===== config.mk =====
export PLATFORM = sky130hd
export DESIGN_NAME = mips_div_unit
export DESIGN_NICKNAME = d
export VERILOG_FILES = /design/src/rtl/mips_pkg.sv /design/src/rtl/div_sub_step.sv /design/src/rtl/mips_div_unit.sv
export SDC_FILE = /design/constraint.sdc
export NUM_CORES = 1
export LEC_CHECK = 0
export CORE_ASPECT_RATIO = 0.5
export CORE_MARGIN = 3
export CORE_UTILIZATION = 57
export DETAILED_ROUTE_END_ITERATION = 12
export PLACE_DENSITY_LB_ADDON = 0.1
export SYNTH_ARGS = -nofsm -noshare
export SYNTH_HDL_FRONTEND = slang
export SYNTH_SLANG_ARGS = --single-unit

===== constraint.sdc =====
create_clock -name clk -period 3.2 [get_ports clk]
set_input_delay 0.48 -clock clk [delete_from_list [all_inputs] [get_ports clk]]
set_output_delay 0.48 -clock clk [all_outputs]
set_load 0.01 [all_outputs]

===== src/rtl/mips_pkg.sv =====
// ----------------------------------------------------------------------------
// mips_pkg
//   Shared definitions for the MIPS execute-stage helper units.
//   - DIV_WIDTH   : default datapath width of the divider
//   - div_state_t : divider FSM state encoding
// ----------------------------------------------------------------------------
package mips_pkg;

    localparam int DIV_WIDTH = 32;

    typedef enum logic [1:0] {
        DIV_IDLE,
        DIV_RUN,
        DIV_FIX,
        DIV_DONE
    } div_state_t;

endpackage : mips_pkg


===== src/rtl/div_sub_step.sv =====
// ----------------------------------------------------------------------------
// div_sub_step
//   Combinational trial subtract for one restoring-division step.
//   Ports:
//     minuend    in  WIDTH+1  shifted partial remainder
//     subtrahend in  WIDTH    divisor magnitude
//     diff       out WIDTH    minuend - subtrahend (meaningful when ge=1)
//     ge         out 1        minuend >= subtrahend (no borrow)
// ----------------------------------------------------------------------------
module div_sub_step
    import mips_pkg::*;
#(
    parameter int WIDTH = DIV_WIDTH
) (
    input  logic [WIDTH:0]   minuend,
    input  logic [WIDTH-1:0] subtrahend,
    output logic [WIDTH-1:0] diff,
    output logic             ge
);

    logic [WIDTH:0] trial;

    always_comb begin
        trial = minuend - {1'b0, subtrahend};
        diff  = trial[WIDTH-1:0];
        // Bit WIDTH of the trial is the borrow, except when the shifted
        // remainder itself overflowed into bit WIDTH: it then exceeds any
        // WIDTH-bit divisor, so the subtract always succeeds.
        ge    = minuend[WIDTH] | ~trial[WIDTH];
    end

endmodule : div_sub_step


===== src/rtl/mips_div_unit.sv =====
// ----------------------------------------------------------------------------
// mips_div_unit
//   Multi-cycle restoring divider for DIV/DIVU. One shift-subtract step per
//   clock; HI takes the remainder and LO the quotient when done pulses.
//   Ports:
//     clk          in  1      rising-edge clock
//     rst          in  1      synchronous, active-high reset
//     start        in  1      request, accepted only in IDLE
//     is_signed    in  1      1 = DIV (two's complement), 0 = DIVU
//     dividend     in  WIDTH  numerator (rs)
//     divisor      in  WIDTH  denominator (rt)
//     busy         out 1      divide in progress (hazard unit stalls on it)
//     done         out 1      one-cycle pulse, results valid
//     quotient     out WIDTH  -> LO
//     remainder    out WIDTH  -> HI
//     div_by_zero  out 1      divisor was zero; held with the results
//   Timing: start sampled at edge N; busy rises at edge N+1 and done rises at
//   edge N+WIDTH+2 (edge N+1 for a zero divisor). busy and done are registered
//   copies of the FSM state, one cycle behind it.
// ----------------------------------------------------------------------------
module mips_div_unit
    import mips_pkg::*;
#(
    parameter int WIDTH = DIV_WIDTH,
    parameter int CNT_W = $clog2(WIDTH) + 1
) (
    input  logic             clk,
    input  logic             rst,
    input  logic             start,
    input  logic             is_signed,
    input  logic [WIDTH-1:0] dividend,
    input  logic [WIDTH-1:0] divisor,
    output logic             busy,
    output logic             done,
    output logic [WIDTH-1:0] quotient,
    output logic [WIDTH-1:0] remainder,
    output logic             div_by_zero
);

    div_state_t       state;
    div_state_t       next_state;

    logic [WIDTH-1:0] rem_q;      // partial remainder
    logic [WIDTH-1:0] quo_q;      // dividend shifting out / quotient shifting in
    logic [WIDTH-1:0] dvsr_q;     // divisor magnitude
    logic [CNT_W-1:0] count;
    logic             neg_quo;    // operand signs differ
    logic             neg_rem;    // remainder takes the dividend sign

    logic             accept;
    logic             divisor_zero;
    logic             dividend_neg;
    logic             divisor_neg;
    logic [WIDTH-1:0] dividend_mag;
    logic [WIDTH-1:0] divisor_mag;

    logic [WIDTH:0]   step_in;
    logic [WIDTH-1:0] step_diff;
    logic             step_ge;

    // ------------------------------------------------------------------
    // Operand conditioning at accept. The magnitude of the most negative
    // value is the same bit pattern read as unsigned, so WIDTH bits suffice.
    // ------------------------------------------------------------------
    always_comb begin
        // NOTE: every combinational output gets a default before any branch,
        // so no path leaves it unassigned and no latch is inferred.
        accept       = 1'b0;
        divisor_zero = (divisor == '0);
        dividend_neg = is_signed & dividend[WIDTH-1];
        divisor_neg  = is_signed & divisor[WIDTH-1];
        dividend_mag = dividend_neg ? -dividend : dividend;
        divisor_mag  = divisor_neg  ? -divisor  : divisor;
        // The done-pulse cycle is already IDLE; a start there is still ignored.
        if (state == DIV_IDLE && start && !done) begin
            accept = 1'b1;
        end
    end

    // Shift the top quotient bit into the remainder and try the subtract.
    assign step_in = {rem_q, quo_q[WIDTH-1]};

    div_sub_step #(
        .WIDTH (WIDTH)
    ) u_sub_step (
        .minuend    (step_in),
        .subtrahend (dvsr_q),
        .diff       (step_diff),
        .ge         (step_ge)
    );

    // ------------------------------------------------------------------
    // FSM state register
    // ------------------------------------------------------------------
    always_ff @(posedge clk) begin
        // NOTE: sequential state uses non-blocking assignments so every
        // register samples pre-edge values regardless of statement order.
        if (rst) begin
            state <= DIV_IDLE;
        end else begin
            state <= next_state;
        end
    end

    // ------------------------------------------------------------------
    // FSM next-state logic
    // ------------------------------------------------------------------
    always_comb begin
        next_state = state;
        case (state)
            DIV_IDLE: begin
                if (accept) begin
                    next_state = divisor_zero ? DIV_DONE : DIV_RUN;
                end
            end
            DIV_RUN: begin
                // count runs WIDTH..1, giving exactly WIDTH steps.
                if (count == CNT_W'(1)) begin
                    next_state = DIV_FIX;
                end
            end
            DIV_FIX:  next_state = DIV_DONE;
            DIV_DONE: next_state = DIV_IDLE;
            default:  next_state = DIV_IDLE;
        endcase
    end

    // ------------------------------------------------------------------
    // Datapath, result and status registers
    // ------------------------------------------------------------------
    always_ff @(posedge clk) begin
        if (rst) begin
            // NOTE: the working registers are reset along with the outputs so
            // nothing from an aborted divide survives a reset.
            rem_q       <= '0;
            quo_q       <= '0;
            dvsr_q      <= '0;
            count       <= '0;
            neg_quo     <= 1'b0;
            neg_rem     <= 1'b0;
            busy        <= 1'b0;
            done        <= 1'b0;
            quotient    <= '0;
            remainder   <= '0;
            div_by_zero <= 1'b0;
        end else begin
            busy <= (state == DIV_RUN) || (state == DIV_FIX);
            done <= (state == DIV_DONE);

            case (state)
                DIV_IDLE: begin
                    if (accept) begin
                        if (divisor_zero) begin
                            // Results are final immediately; no iteration.
                            quotient    <= '1;
                            remainder   <= dividend;
                            div_by_zero <= 1'b1;
                        end else begin
                            rem_q   <= '0;
                            quo_q   <= dividend_mag;
                            dvsr_q  <= divisor_mag;
                            count   <= CNT_W'(WIDTH);
                            neg_quo <= dividend_neg ^ divisor_neg;
                            neg_rem <= dividend_neg;
                        end
                    end
                end
                DIV_RUN: begin
                    rem_q <= step_ge ? step_diff : step_in[WIDTH-1:0];
                    quo_q <= {quo_q[WIDTH-2:0], step_ge};
                    count <= count - 1'b1;
                end
                DIV_FIX: begin
                    // Truncation toward zero: fix signs of the magnitudes.
                    // -2^(W-1) / -1 wraps back to -2^(W-1) with no flag.
                    quotient    <= neg_quo ? -quo_q : quo_q;
                    remainder   <= neg_rem ? -rem_q : rem_q;
                    div_by_zero <= 1'b0;
                end
                default: begin
                end
            endcase
        end
    end

endmodule : mips_div_unit

# == Word-level counts from Yosys, hierarchy flattened ==
# Cells that the tools add are included.
# op_classes
addsub,6
n_bitwise,6
eq_ne,8
muxes,28
reduce_logical,12
# ops
cell,n
32-bit 2-to-1 mux,13
32-bit one-hot mux with 2 select lines,4
32-bit negation,4
33-bit by 32-bit subtractor with 33-bit output,1
32-bit logical NOT,1
6-bit 2-to-1 mux,2
6-bit one-hot mux with 2 select lines,1
3-bit AND reduction,3
"2-bit inequality test, second input constant",4
2-bit one-hot mux with 4 select lines,1
"6-bit by 1-bit equality test with 1-bit output, second input constant",1
2-bit 2-to-1 mux,3
"6-bit by 1-bit subtractor with 6-bit output, second input constant",1
"2-bit equality test, second input constant",2
2-bit nonzero test,2
1-bit 2-to-1 mux,3
1-bit bitwise AND,2
"2-bit by 1-bit equality test with 1-bit output, second input constant",1
1-bit logical AND,2
2-bit logical NOT,1
1-bit NOT,2
1-bit one-hot mux with 2 select lines,1
2-bit AND reduction,1
1-bit logical NOT,1
3 further kinds,3
# word_totals
inputBits,68
output_inout_bits,67
ff_bits,173

# == Longest topological paths before layout ==
# Gate-level depths: netlist (run 1).
# logic_depth
ltp_word,6
depth_mapped,12

# == Cells and area by module ==
# A second synthesis (run 1) with hierarchy kept.
# hier_totals
hier_cells,1573
hier_area_um2,12027.8
# by_module_without_submodules
module,cells_per_inst,area_per_inst_um2,n_inst,seq_area_each_um2
mips_div_unit,1254,9978.3,1,3463.3
div_sub_step,319,2049.5,1,0.0

# == Worst setup path after synthesis (run 1) ==
# Ideal clock, no wire load.
# synth_path
path_kind,register -> register
from,register rem_q[24]
to,register rem_q[7]
arrival_time_ps,2617
setup_time_ps,117
period_less_slack_ps,2735
stages_incl_launch_ff,11
slack_ps,465
t_required_ps,3083
path_buffers,2
cell_sequence,dfxtp_1 > ha_1 > clkbuf_1 > a21o_1 > a21o_1 > a221o_1 > a31oi_1 > a21boi_1 > clkbuf_1 > nand2_1 > a32o_1
# synth_via
elab_chain_len,5
# synth_lines
element,line_no,text
start: declaration,mips_div_unit.sv:43,logic [WIDTH-1:0] rem_q;
start signal: assignment,mips_div_unit.sv:169,rem_q <= step_ge ? step_diff : step_in[WIDTH-1:0];
33-bit by 32-bit subtractor with 33-bit output,div_sub_step.sv:24,"trial = minuend - {1'b0, subtrahend};"
1-bit NOT,div_sub_step.sv:29,ge = minuend[WIDTH] | ~trial[WIDTH];
1-bit bitwise OR,div_sub_step.sv:29,
32-bit 2-to-1 mux,mips_div_unit.sv:169,
32-bit one-hot mux with 2 select lines,mips_div_unit.sv:150,case (state)
# No other way between the ends.
# A chain may end at the register's enable or synchronous reset.

# == Worst setup path in the final report (run 1) ==
# layout_path
from,register dvsr_q[23]
to,register rem_q[30]
# layout_via
elab_chain_len,5
# layout_lines
element,line_no,text
start: declaration,mips_div_unit.sv:45,logic [WIDTH-1:0] dvsr_q;
start signal: assignment,mips_div_unit.sv:161,dvsr_q <= divisor_mag;
33-bit by 32-bit subtractor with 33-bit output (*),div_sub_step.sv:24,
1-bit NOT,div_sub_step.sv:29,
1-bit bitwise OR,div_sub_step.sv:29,
32-bit 2-to-1 mux (*),mips_div_unit.sv:169,
32-bit one-hot mux with 2 select lines (*),mips_div_unit.sv:150,
# Every way passes the cells marked *; elsewhere a longest branch is shown, timed or not.

==> results of run 1 <==
[tightest hold or removal path: stages (launching register included)]
cell and delay (ns):
dfxtp_1 0.31, nand2_1 0.05, a21oi_1 0.05
[sequential cells by signal (all words and copies together), names as in the netlist]
register / cells
busy: 1
count: 6
div_by_zero: 1
done: 1
dvsr_q: 32
neg_quo: 1
neg_rem: 1
quo_q: 32
quotient: 32
rem_q: 32
remainder: 32
state: 2
[cell usage after synthesis (19+ instances only)]
library cell | count | area share
xnor2_1 | 55 | 0.044
nand2_1 | 118 | 0.040
o31ai_1 | 24 | 0.016
nor2_1 | 179 | 0.061
dfxtp_1 | 173 | 0.31
a311oi_1 | 19 | 0.015
a21oi_1 | 93 | 0.042
o21ai_0 | 88 | 0.040
or3_1 | 19 | 0.011
xor2_1 | 88 | 0.070
nand3_1 | 31 | 0.014
ha_1 | 43 | 0.049
a31oi_1 | 33 | 0.019
clkbuf_1 | 67 | 0.023
a211oi_1 | 55 | 0.037
nor3_1 | 22 | 0.010
inv_1 | 54 | 0.018
[layer usage]
metal  track usage  wire length (um)  vias to the layer above
li1              -                 -                     5466
met1         0.417             15200                     5231
met2         0.487             15000                      456
met3        0.0628              2670                       76
met4        0.0958               743                        0
met5             0                 0                        -
[cell usage in the layout (no fill, tap or decap), drive strengths merged, types with 13 or more instances in the layout]
cell and instances:
xor2 88, o211ai 13, o41ai 15, clkdlybuf4s50 133
buf 91, a22oi 13, o31ai 26, o21ai 93
mux2i 14, a211oi 55, or3 19, a21oi 93
a31oi 33, a221oi 14, ha 43, clkbuf 18
nor4 13, inv 61, nand2 118, a311oi 19
nor2 181, dfxtp 173, xnor2 55, nor3 23
nand3 31
[power breakdown]
| part | total [W] | switching [W] | internal [W] |
|---|---|---|---|
| clock | 0.00207 | 0.00103 | 0.00104 |
| sequential | 0.00309 | 0.000439 | 0.00265 |
| combinational | 0.00544 | 0.00322 | 0.00222 |
[per-stage QoR]
step	cell area (um2)	hold slack, ns	power [W]
after detailed placement	13100	0.451	0.00844
after floorplan	11100	0.432	0.00662
after global placement	13100	0.444	0.00824
after CTS	13700	0.461	0.0105
final	13700	0.458	0.0106
after global routing	13700	0.472	0.0113
[final cells by class]
| class | instances | area, um2 |
|---|---|---|
| inverter | 54 | 203 |
| clock buffer | 18 | 429 |
| multi-input combinational | 1102 | 7090 |
| clock inverter | 14 | 148 |
| fill | 1473 | 4980 |
| tap | 259 | 324 |
| sequential | 173 | 3460 |
| timing repair buffer | 224 | 2060 |
[worst max-delay path by stage]
| stage | end | slack, ns | depth (start not counted) |
|---|---|---|---|
| 4_1_cts | rem_q[1] | 0.29 | 11 |
| 2_1_floorplan | rem_q[7] | 0.47 | 10 |
| 6_report | rem_q[30] | 0.24 | 10 |
| 5_1_grt | rem_q[30] | 0.01 | 10 |
| 3_3_place_gp | rem_q[0] | 0.02 | 10 |
| 3_5_place_dp | dvsr_q[29] | -0.05 | 9 |
[logic make-up (layout without fill, tap and decap cells)]
| kind of cell | Yosys count | in the layout | synth area share |
|---|---|---|---|
| buffers and inverters | 136 | 310 | 0.0479 |
| muxes | 15 | 15 | 0.0137 |
| and+or+nand+nor | 458 | 458 | 0.194 |
| xor gates and xnor gates | 143 | 143 | 0.113 |
| AOI/OAI and AO/OA | 442 | 442 | 0.267 |
| DFF | 173 | 173 | 0.313 |
| adders and majority gates | 44 | 44 | 0.0505 |
==> flow_summary.json, run 1 <==
{
  "async_flop_share": 0,
  "cts_buffers": 17,
  "grt_pass1_wl_um": 53300,
  "finalHoldViolCount": 0,
  "reg2reg_slack_ns": 0.24,
  "fin_crit_sh": 0.926,
  "ctsHoldBuffers": 0,
  "ios": 135,
  "synth_seq_cells": 173,
  "synth_edf_count": 0,
  "hp-class": "reg -> reg",
  "dp_hpwl_um": 25500,
  "critical_path_required_ns": 3.56,
  "die_w_um": 203,
  "layout_min_cycle_time_ns": 2.96,
  "endpoint_kind": "flop",
  "whs_endpoint": "dvsr_q[31]",
  "cts_root_buf": "clkbuf_16",
  "n_antenna_cell": 0,
  "startpoint_type": "flop",
  "cp_top_family": "compound AO/OA/AOI/OAI gates",
  "r2r-end": "rem_q[30]",
  "pre_cts_slack_ns": -0.0538,
  "slew_headroom": 0.312,
  "layout-drive-gt1-share": 0.0953,
  "synth_cells": 1411,
  "peakVddDrop_v": 0.000569,
  "syn_area_mm2": 0.0111,
  "startpoint": "dvsr_q[23]",
  "r2r_start": "dvsr_q[23]",
  "die_area_mm2": 0.0212,
  "critical_path_arrival_ns": 3.32,
  "first_iter_violations": 880,
  "cts.sinks": 173,
  "worstPathBufferInverterCount": 1,
  "ys_warn_count": 0,
  "setup_tns_ns": 0,
  "ys_seq_area_frac": 0.313,
  "cts_setup_buffers": 0,
  "wl_per_cell_um": 18.2,
  "path_class": "reg -> reg",
  "finClkSkew_ns": 0.0111,
  "slowest_stage": "nor2_1",
  "htree_levels": 4,
  "hold_start": "dvsr_q[31]",
  "synth-main-ff-cell": "dfxtp_1",
  "clkTransAtPathRegs_ns": 0.07,
  "synthToLayoutAreaGrowth_pct": 24.1,
  "max_freq_mhz": 338,
  "core_area_mm2": 0.0187,
  "path_max_fanout": 10,
  "synth_nets": 1523,
  "fin_ws_ns": 0.238,
  "worst_slew_pin_slew_ns": 1.03,
  "start_util": 0.591,
  "die_h_um": 104,
  "syn_area_per_cell_um2": 7.83,
  "vias": 11200,
  "grt_pass1_vias": 10600,
  "antenna_found_initial": 0,
  "firstDrtPassIters": 6,
  "routed_wl_um": 33600,
  "grt_max_degree": 85,
  "fin_cells": 1844,
  "powerDensity_mw_per_mm2": 772,
  "rsz0062_at_grt": "false",
  "io_buffers": 134,
  "power_leakage_nw": 5.24,
  "maxCapViolCount": 0,
  "postCtsResizedCells": 0,
  "clk_latency_ns": 0.43,
  "worst_r2r_path_depth": 10,
  "cpPeakStageDelay_ns": 0.51,
  "slew_violations": 0,
  "drt_drc_violations_left": 0,
  "fin_nets": 1684,
  "gp_congestion": 0.909,
  "holdPathStages": 2,
  "path_cells": "inv_1 -> ha_1 -> a21oi_1 -> o21ai_0 -> a221o_1 -> a31oi_1 -> a21bo_2 -> nor2_1 -> a22oi_1 -> o21ai_1",
  "final_util": 0.734,
  "ant_nets": 0,
  "grt_overflow": 0,
  "tritoncts": "built",
  "cts_max_path_buffers": 2,
  "status": "complete, no violations",
  "grtUsageTotal": 0.306,
  "dp.cells": 1812,
  "vias_per_cell": 6.09,
  "setup_viol": 0,
  "ys_types": 73,
  "rows": 35
}
Note: power is estimated with default switching activity, not from simulation.
==> run 2: changes to the inputs <==
- GPL_ROUTABILITY_DRIVEN: unset -> 0
==> run 2 against run 1 <==
Net effect:
- final cell count fell by 0.70%
- setup slack got worse by 0.028 ns
- die area did not move
- first-iteration DRC count rose by 20%
- cell area fell by 0.59%
- clock skew fell by 0.0010 ns
- critical path type unchanged
- largest power group unchanged
- highest routed layer unchanged
==> flow_summary.json, run 2 (synthesis results as in run 1) <==
{
  "drt_drc_violations_left": 0,
  "cts_root_buf": "clkbuf_16",
  "path_class": "reg -> reg",
  "setup_tns_ns": 0,
  "mostFrequentLayoutCell": "nor2_1",
  "wl_per_cell_um": 17.1,
  "place_area_mm2": 0.0130,
  "cts_setup_buffers": 0,
  "grt_max_degree": 85,
  "cts.sinks": 173,
  "ctsHoldBuffers": 0,
  "r2r_start": "rem_q[8]",
  "finClkSkew_ns": 0.0101,
  "fin_area_mm2": 0.0136,
  "setup_viol": 0,
  "layout-drive-gt1-share": 0.0903,
  "holdPathStages": 2,
  "io_buffers": 134,
  "maxCapViolCount": 0,
  "power.switching_w": 0.00451,
  "startpoint": "rem_q[8]",
  "status": "complete, no violations",
  "r2r-end": "rem_q[0]",
  "dp_hpwl_um": 23600,
  "p_seq_frac": 0.292,
  "cts_max_path_buffers": 2,
  "vias": 11000,
  "tritoncts": "built",
  "worst_slew_pin_slew_ns": 0.971,
  "peakVddDrop_v": 0.000401,
  "max_freq_mhz": 334,
  "fin_nets": 1671,
  "path_max_fanout": 14,
  "vias_per_cell": 6.01,
  "grt_pass1_vias": 10200,
  "synthToLayoutAreaGrowth_pct": 23.4,
  "critical_path_required_ns": 3.52,
  "cts_buffers": 17,
  "die_w_um": 203,
  "rsz0062_at_grt": "false",
  "multi_input_comb_area_mm2": 0.00710,
  "grt_overflow": 0,
  "worst_r2r_path_depth": 10,
  "endpoint_kind": "flop",
  "finalHoldViolCount": 0,
  "rows": 35,
  "hp-class": "reg -> reg",
  "firstDrtPassIters": 7,
  "p_int_w": 0.00602,
  "fin_cells": 1831,
  "ios": 135,
  "final_util": 0.729,
  "startpoint_type": "flop",
  "p_comb_frac": 0.505,
  "reg2reg_slack_ns": 0.21,
  "layout_min_cycle_time_ns": 2.99,
  "dp.cells": 1799,
  "ant_nets": 0,
  "die_area_mm2": 0.0212,
  "die_h_um": 104,
  "first_iter_violations": 1055,
  "hold_start": "dvsr_q[31]",
  "clkTransAtPathRegs_ns": 0.07,
  "grt_pass1_wl_um": 50100,
  "start_util": 0.591,
  "final_cell_mix": "175 x nor2_1, 173 x dfxtp_1, 133 x clkdlybuf4s50_1",
  "netSwitchingFraction": 0.428,
  "routed_wl_um": 31200,
  "fin_crit_sh": 0.934,
  "critical_path_arrival_ns": 3.31,
  "final.fill_count": 1488,
  "antenna_found_initial": 0,
  "power_leakage_nw": 5.20,
  "pwr-share-clk": 0.203,
  "whs_endpoint": "dvsr_q[31]",
  "htree_levels": 4,
  "core_area_mm2": 0.0187,
  "regArea_mm2": 0.00346,
  "grtUsageTotal": 0.285,
  "clk_latency_ns": 0.43,
  "n_antenna_cell": 0,
  "slew_headroom": 0.352,
  "powerDensity_mw_per_mm2": 772,
  "slew_violations": 0
}
-- run 2: worst max-delay path by stage --
stage / cells past startpoint / end / slack, ns
final: 10 / rem_q[0] / 0.21
after global routing: 10 / rem_q[0] / 0.004
after CTS: 10 / rem_q[29] / 0.23
after detailed placement: 11 / rem_q[24] / -0.18
after global placement: 10 / quo_q[20] / -0.06
after floorplan: 10 / rem_q[7] / 0.47
-- run 2: metal layers --
layer / track usage / part of all wire / up-vias
li1: - / - / 5437
met1: 0.387 / 0.44 / 5111
met2: 0.478 / 0.47 / 419
met3: 0.0456 / 0.079 / 45
met4: 0.0672 / 0.013 / 0
met5: 0 / 0 / -
-- run 2: power groups by stage --
stage               sequential [W]  clock [W]  combinational, W
finish                     0.00307    0.00214           0.00532
CTS                        0.00307    0.00216           0.00525
floorplan                  0.00307          0           0.00355
detailed placement         0.00311          0           0.00519
global placement           0.00309          0           0.00505
global route               0.00313    0.00225           0.00582
-- run 2: per-stage QoR --
stage / worst slack, ns / total power (W) / hold slack, ns
after global routing: 0.00430 / 0.0112 / 0.483
after global placement: -0.0596 / 0.00814 / 0.444
after floorplan: 0.465 / 0.00662 / 0.432
final: 0.210 / 0.0105 / 0.456
after detailed placement: -0.183 / 0.00830 / 0.447
after CTS: 0.230 / 0.0105 / 0.455
-- run 2: worst max-delay path: stages, from the launching register on --
cell and delay (ns):
dfxtp_1 0.51, ha_1 0.36, a21oi_1 0.22, nor2_1 0.06, o41ai_1 0.43, buf_4 0.20, nand3_1 0.11, a21boi_1 0.34
buf_4 0.29, nand2_1 0.09, a32o_1 0.25
-- run 2: repair_timing --
| item | in CTS | in global routing |
|---|---|---|
| gates resized for setup | 0 | 3 |
| setup endpoints to repair | 0 | 16 |
| endpoints found under the hold margin | 0 | 0 |
-- run 2: area by class of cell --
type	instances	area share
Multi-Input combinational cell	1102	0.520
Inverter	54	0.0149
Clock inverter	14	0.0117
Clock buffer	18	0.0322
Sequential cell	173	0.254
Timing Repair Buffer	211	0.143
Tap cell	259	0.0238
